**src/rtl/div_seq_pkg.sv**
```systemverilog
// Shared definitions for the EX-stage multi-cycle divide sequencer.
package div_seq_pkg;

  localparam logic [5:0] OP_SPECIAL = 6'h00;
  localparam logic [5:0] FUNCT_DIV  = 6'h1a;
  localparam logic [5:0] FUNCT_DIVU = 6'h1b;

  localparam int unsigned DIV_WIDTH   = 32;
  localparam int unsigned DIV_LATENCY = 33;

  typedef enum logic [1:0] {
    IDLE = 2'd0,
    BUSY = 2'd1,
    DONE = 2'd2
  } div_state_t;

endpackage

```
**src/rtl/div_seq_step.sv**
```systemverilog
// One combinational radix-2 restoring division iteration.
module div_step #(
  parameter int unsigned WIDTH = 32
) (
  input  logic [WIDTH-1:0] rem,
  input  logic [WIDTH-1:0] quo,
  input  logic [WIDTH-1:0] divisor,
  output logic [WIDTH-1:0] rem_next,
  output logic [WIDTH-1:0] quo_next
);

  logic [WIDTH:0] shifted;
  logic [WIDTH:0] diff;

  // rem < divisor always holds, so the W+1-bit difference cannot wrap and its MSB is the sign.
  assign shifted = {rem, quo[WIDTH-1]};
  assign diff    = shifted - {1'b0, divisor};

  always_comb begin
    rem_next = shifted[WIDTH-1:0];
    quo_next = {quo[WIDTH-2:0], 1'b0};
    if (!diff[WIDTH]) begin
      rem_next = diff[WIDTH-1:0];
      quo_next = {quo[WIDTH-2:0], 1'b1};
    end
  end

endmodule

```
**src/rtl/div_seq.sv**
```systemverilog
// DIV/DIVU sequencer: stalls the pipeline while an iterative restoring divider runs.
module div_seq
  import div_seq_pkg::*;
#(
  parameter int unsigned WIDTH = DIV_WIDTH,
  parameter int unsigned CNT_W = $clog2(WIDTH) + 1
) (
  input  logic             clk,
  input  logic             rst,
  input  logic             start,
  input  logic             signed_div,
  input  logic [WIDTH-1:0] opa,
  input  logic [WIDTH-1:0] opb,
  input  logic             annul,
  output logic             stall,
  output logic             ready,
  output logic             hl_we,
  output logic [WIDTH-1:0] hi,
  output logic [WIDTH-1:0] lo
);

  div_state_t state, state_next;

  logic [CNT_W-1:0] cnt;
  logic [WIDTH-1:0] rem, quo, dvs;
  logic [WIDTH-1:0] rem_n, quo_n;
  logic [WIDTH-1:0] abs_a, abs_b;
  logic             qsign, rsign;
  logic             go, last;

  assign go    = start & ~annul;
  assign last  = (cnt == CNT_W'(WIDTH - 1));
  assign abs_a = (signed_div & opa[WIDTH-1]) ? WIDTH'(-opa) : opa;
  assign abs_b = (signed_div & opb[WIDTH-1]) ? WIDTH'(-opb) : opb;

  div_step #(.WIDTH(WIDTH)) u_step (
    .rem      (rem),
    .quo      (quo),
    .divisor  (dvs),
    .rem_next (rem_n),
    .quo_next (quo_n)
  );

  always_ff @(posedge clk) begin
    if (rst) state <= IDLE;
    else     state <= state_next;
  end

  always_comb begin
    state_next = state;
    stall      = 1'b0;
    ready      = 1'b0;
    unique case (state)
      IDLE: begin
        stall = go;
        if (go) state_next = (opb == '0) ? DONE : BUSY;
      end
      BUSY: begin
        stall = 1'b1;
        if (last) state_next = DONE;
      end
      DONE: begin
        ready      = ~annul;
        state_next = IDLE;
      end
      default: state_next = IDLE;
    endcase
    if (annul) state_next = IDLE;
  end

  assign hl_we = ready;

  always_ff @(posedge clk) begin
    if (rst) begin
      cnt   <= '0;
      rem   <= '0;
      quo   <= '0;
      dvs   <= '0;
      qsign <= 1'b0;
      rsign <= 1'b0;
      hi    <= '0;
      lo    <= '0;
    end else begin
      unique case (state)
        IDLE: begin
          if (go) begin
            if (opb != '0) begin
              quo   <= abs_a;
              dvs   <= abs_b;
              rem   <= '0;
              cnt   <= '0;
              qsign <= signed_div & (opa[WIDTH-1] ^ opb[WIDTH-1]);
              rsign <= signed_div & opa[WIDTH-1];
            end else begin
              lo <= '1;
              hi <= opa;
            end
          end
        end
        BUSY: begin
          if (!annul) begin
            rem <= rem_n;
            quo <= quo_n;
            cnt <= cnt + CNT_W'(1);
            if (last) begin
              lo <= qsign ? WIDTH'(-quo_n) : quo_n;
              hi <= rsign ? WIDTH'(-rem_n) : rem_n;
            end
          end
        end
        default: ;
      endcase
    end
  end

endmodule

```
**config.mk**
```make
export PLATFORM = sky130hd
export DESIGN_NAME = div_seq
export DESIGN_NICKNAME = d
export VERILOG_FILES = /design/src/rtl/div_seq_pkg.sv /design/src/rtl/div_seq_step.sv /design/src/rtl/div_seq.sv
export SDC_FILE = /design/constraint.sdc
export NUM_CORES = 1
export LEC_CHECK = 0
export BUFFER_PORTS_ARGS = -buffer_cell sky130_fd_sc_hd__buf_2
export CAP_MARGIN = 10
export CORE_MARGIN = 2
export CORE_UTILIZATION = 50
export DETAILED_ROUTE_END_ITERATION = 6
export GPL_TIMING_DRIVEN = 0
export PLACE_DENSITY = 0.7
export SLEW_MARGIN = 20
export SYNTH_ARGS = -nofsm -noshare
export SYNTH_HDL_FRONTEND = slang
export SYNTH_HIERARCHICAL = 1
export SYNTH_SLANG_ARGS = --single-unit
export TNS_END_PERCENT = 100
```
**constraint.sdc**
```tcl
create_clock -name clk -period 11.6 [get_ports clk]
set_clock_uncertainty 0.2 [all_clocks]
set_input_delay 2.32 -clock clk [delete_from_list [all_inputs] [get_ports clk]]
set_output_delay 2.32 -clock clk [all_outputs]
set_load 0.02 [all_outputs]
```
Word-level counts from Yosys, hierarchy flattened. Index checks and enable logic that the tools add are counted.

Register bits after elaboration: 170. Bits of input ports: 69. Output and inout port bits: 67. Word-level logic and storage cells: 72.

$add $sub $neg: 6. Eq/ne operators: 8. Mux-type cells: 34. Bitwise gates (word level): 6. Reductions and logical operators: 9.

Operator list (number): 2-to-1 mux 32 bit (19); one-hot mux 32 bit (2 select lines) (4); negation 32 bit (4); subtractor 33 x 32 -> 33 bit (1); logical NOT 32 bit (1); nonzero test 32 bit (1); 2-to-1 mux 6 bit (3); one-hot mux 6 bit (2 select lines) (1); != test 2 bit (second input constant) (5); adder 6 x 1 -> 6 bit (second input constant) (1); == test 6 x 5 -> 1 bit (second input constant) (1); 2-to-1 mux 2 bit (3); AND reduction 5 bit (1); bitwise AND 1 bit (4); one-hot mux 2 bit (2 select lines) (1); AND reduction 4 bit (1); AND reduction 3 bit (1); == test 2 x 1 -> 1 bit (second input constant) (1); == test 2 bit (second input constant) (1); logical NOT 2 bit (1); 2-to-1 mux 1 bit (2); one-hot mux 1 bit (2 select lines) (1); AND reduction 2 bit (1); nonzero test 2 bit (1); 3 further kinds (3).

Longest topological paths before layout.
Word-level depth: 7. Depth in mapped cells: 22. Mapped depth without buffers: 20.

By module. Netlist, hierarchy kept.

By module, submodules not included: div_seq (instances 1, cells an instance 1212, area an instance 9499.1 um^2, seq. area each 3403.3 um^2); div_step (instances 1, cells an instance 336, area an instance 2591.2 um^2, seq. area each 0.0 um^2).

Worst setup path before layout. No wires, ideal clock.

Path type: in2out. From: input port annul. To: output port ready. Data arrival time: 3152 ps. Data required time: 9080 ps. Slack: 5928 ps. Stages on the path: 2. Buffers on the path: 1. Cells stage by stage: nor3b_1 > buf_4.

Cells in the longest elaborated chain, start to end: 2.

RTL lines: start, declared (RTL line div_seq.sv:14) `input logic annul,`; inverter 1 bit (RTL line div_seq.sv:63) `ready = ~annul;`; 2-to-1 mux 1 bit (RTL line div_seq.sv:53) `unique case (state)`; end, declared (RTL line div_seq.sv:16) `output logic ready,`.

No other way between the ends.

Worst setup path after layout.
From: register quo[31]. To: register hi[22].

Cells in the longest elaborated chain, start to end: 7.

RTL lines: start, declared (RTL line div_seq.sv:25) `logic [WIDTH-1:0] rem, quo, dvs;`; start signal, assigned (RTL line div_seq.sv:88) `quo <= abs_a;`; start signal, assigned (RTL line div_seq.sv:103) `quo <= quo_n;`; subtractor 33 x 32 -> 33 bit (RTL line div_seq_step.sv:17) `assign diff = shifted - {1'b0, divisor};`; 2-to-1 mux 32 bit * (RTL line div_seq_step.sv:22) `if (!diff[WIDTH]) begin`; net rem_n[0] (RTL line div_seq.sv:26) `logic [WIDTH-1:0] rem_n, quo_n;`; negation 32 bit * (RTL line div_seq.sv:107) `hi <= rsign ? WIDTH'(-rem_n) : rem_n;`; 2-to-1 mux 32 bit * (RTL line div_seq.sv:107); 2-to-1 mux 32 bit * (RTL line div_seq.sv:105) `if (last) begin`; 2-to-1 mux 32 bit * (RTL line div_seq.sv:101) `if (!annul) begin`; one-hot mux 32 bit (2 select lines) * (RTL line div_seq.sv:84) `unique case (state)`; end signal, assigned (RTL line div_seq.sv:96) `hi <= opa;`; end signal, assigned (RTL line div_seq.sv:107); end, declared (RTL line div_seq.sv:18) `output logic [WIDTH-1:0] hi,`.

Mark *: on every way through the listed nets, which the timed path passes. The rest lies on a longest branch. The select of a mux whose other input is x is not followed. A chain may end at the register's enable or synchronous reset.

==> results.sh <==
export IMPL_dpl_cell_area_um2=13200
export IMPL_die_y_um=160
export IMPL_first_global_vias=11400
export IMPL_synthesis_area_um2=12100
export IMPL_ant_nets=0
export IMPL_finalHoldViolations=0
export IMPL_final_period_minus_worst_setup_slack_ps=6820
export IMPL_total_power_uw=1500
export IMPL_hold_path_startpoint="quo[23]"
export IMPL_layout_common_cells="dfxtp_1 (170), nand2_1 (161), a21oi_1 (158)"
export IMPL_clk_pin_slew_ps=70
export IMPL_ff2ff_setup_slack_ps=4780
export IMPL_portBuffers=135
export IMPL_r2r_start="quo[31]"
export IMPL_powerDensity_nw_per_um2=109
export IMPL_rows=56
export IMPL_hpwl_um=31000
export IMPL_worstSetupPathType="flop to flop"
export IMPL_endpoint_kind="flop"
export IMPL_antennaDiodeCount=0
export IMPL_synth_cell_types=83
export IMPL_post_cts_resized=0
export IMPL_ys_warnings_count=6
export IMPL_gp_congestion=0.964
export IMPL_finalMaxSlewViolations=0
export IMPL_vias=12200
export IMPL_max_cap_violations=0
export IMPL_nets=1809
export IMPL_ios=136
export IMPL_worstRegToRegCells=22
export IMPL_synth_edf_count=0
export IMPL_worstMarginPinSlew_ps=969
export IMPL_nFillCells=2269
export IMPL_status="finished, final reports clean"
export IMPL_fin_area_um2=13800
export IMPL_post_route_cells_drive_above_1_share=0.171
export IMPL_ir_drop_mv=0.0817
export IMPL_syn_inst=1548
export IMPL_totalWireLength_um=39400
export IMPL_avgSynthCellArea_um2=7.81
export IMPL_hold_path_class="flop to flop"
export IMPL_ff_latch_area_um2=3400
export IMPL_whs_path_depth=2
export IMPL_viasPerCell=5.98
export IMPL_fp_dieW_um=160
export IMPL_post_route_period_util=0.588
export IMPL_grt_max_degree=17
export IMPL_core_area_um2=23600
export IMPL_wl_per_cell_um=19.4
export IMPL_r2r_end="hi[22]"
export IMPL_dieArea_um2=25400
export IMPL_root_buffer="clkbuf_16"
export IMPL_drc=0
export IMPL_first_pass_iters=6
export IMPL_cts_path_max_buffers=2
export IMPL_fmax_ghz=0.147
export IMPL_cts_hold_buffers=0
export IMPL_post_cts_buffers=0
export IMPL_initial_core_util=0.512
export IMPL_ys_flop_type="dfxtp_1"
export IMPL_async_flop_share=0
export IMPL_setup_viol=0
export IMPL_clk_latency_ps=440
export IMPL_setup_worst_path_start_class="flop"
export IMPL_ys_ff_latch=170
export IMPL_multi_input_area_um2=7710
export IMPL_tritoncts="done"
export IMPL_hold_end="quo[23]"
export IMPL_crit_arrival_ps=7000
export IMPL_finalSetupTns_ps=0
export IMPL_numCtsBuffers=17
export IMPL_critPathRequiredTime_ps=11780
export IMPL_cts_sinks=170
export IMPL_cts_max_level=4
export IMPL_synth_yosys_seq_area_share=0.281
export IMPL_cp_max_fo=10
export IMPL_rsz0062_at_grt="false"
export IMPL_final_common_cell="dfxtp_1"
export IMPL_fin_util=0.582
export IMPL_track_usage=0.305
export IMPL_antenna_found_initial=0
export IMPL_grt_pass1_wl_um=61600
export IMPL_drtIter0Drc=991
export IMPL_syn_to_final_growth_pct=13.7
export IMPL_slew_headroom=0.348
export IMPL_syn_nets=1655
export IMPL_power_leakage_uw=0.00552
export IMPL_overflow=0
## cells by family after synthesis
| kind of cell | count (synthesis) | synth area share |
|---|---|---|
| fa+ha+maj | 38 | 0.0399 |
| buf+inv | 191 | 0.0811 |
| mux | 34 | 0.0375 |
| xor+xnor | 137 | 0.0992 |
| compound gates | 459 | 0.255 |
| simple gates | 519 | 0.206 |
| flops | 170 | 0.281 |
## how the worst max path moves through the flow
stage | startpoint | endpoint | slack (ps) | depth (start not counted)
CTS | quo[31] | hi[22] | 4840 | 22
finish | quo[31] | hi[22] | 4780 | 22
global placement | quo[31] | hi[22] | 4970 | 22
floorplan | annul | ready | 5930 | 2
global route | quo[31] | hi[22] | 4290 | 22
detailed placement | quo[31] | hi[22] | 4920 | 22
## state kept, by name (all words and copies together), names as in the netlist
| signal | flops |
|---|---|
| state | 2 |
| hi | 32 |
| rsign | 1 |
| dvs | 32 |
| cnt | 6 |
| quo | 32 |
| rem | 32 |
| lo | 32 |
| qsign | 1 |
## metrics by stage
stage	hold slack, ps	std cells	worst slack (ps)
2_1_floorplan	232	1548	5930
3_3_place_gp	242	2002	4970
3_5_place_dp	247	2002	4920
4_1_cts	257	2033	4840
5_1_grt	274	2033	4290
6_report	254	2033	4780
## report_power, final
| group | internal [uW] | total, uW | switching (uW) |
|---|---|---|---|
| sequential | 599 | 608 | 9.09 |
| combinational | 117 | 311 | 194 |
| clock | 321 | 584 | 262 |
| total | 1040 | 1500 | 466 |
## layout make-up
cell class / count / share of cell area
Buffer: 137 / 0.0561
Clock buffer: 17 / 0.0309
Clock inverter: 14 / 0.0116
Inverter: 54 / 0.0153
Multi-Input combinational cell: 1187 / 0.560
Sequential cell: 170 / 0.247
Tap cell: 319 / 0.0290
Timing Repair Buffer: 135 / 0.0491
## worst max-delay path: stages, from the launching register on
cell and delay [ps]:
dfxtp_1 400, inv_1 60, ha_1 230, fa_1 400, and2b_1 270, o2111ai_2 150, a21oi_2 230, o2111ai_1 220
a211oi_2 340, nor2_4 110, mux2i_4 390, and2_4 240, buf_12 130, o21ai_0 320, inv_1 150, ha_1 210
or4b_2 670, or4_1 530, clkbuf_1 220, o41ai_1 430, xor2_1 120, a2111oi_0 540, a31o_2 170
## layer usage
layer / track usage / share of wire / vias up
li1: - / - / 5902
met1: 0.370 / 0.41 / 5687
met2: 0.516 / 0.47 / 468
met3: 0.0485 / 0.062 / 95
met4: 0.165 / 0.054 / 0
met5: 0 / 0 / -
## synthesized netlist by cell type (8+ instances only)
cell	n	area [um^2]
or3_1	22	138
nand3_1	58	290
clkbuf_1	73	274
xnor2_1	65	569
ha_1	37	463
mux2_4	19	285
a21oi_1	158	791
nor4_1	20	125
a31oi_1	19	119
dfxtp_1	170	3400
a211oi_2	10	125
nand4_1	12	75.1
buf_2	11	55.1
a211o_1	24	210
nand2_1	161	604
o41ai_1	12	105
nor2_1	130	488
inv_1	52	195
o31ai_1	29	218
and3_1	15	93.8
a21o_1	18	135
buf_4	40	300
a211oi_1	22	165
or4_1	16	120
mux2i_1	10	100
a311oi_1	21	184
xor2_1	72	631
o21a_1	8	60.1
o211ai_1	29	218
nor3_1	37	185
o21ai_0	59	295
No activity file was read; power rests on OpenSTA's default activity.
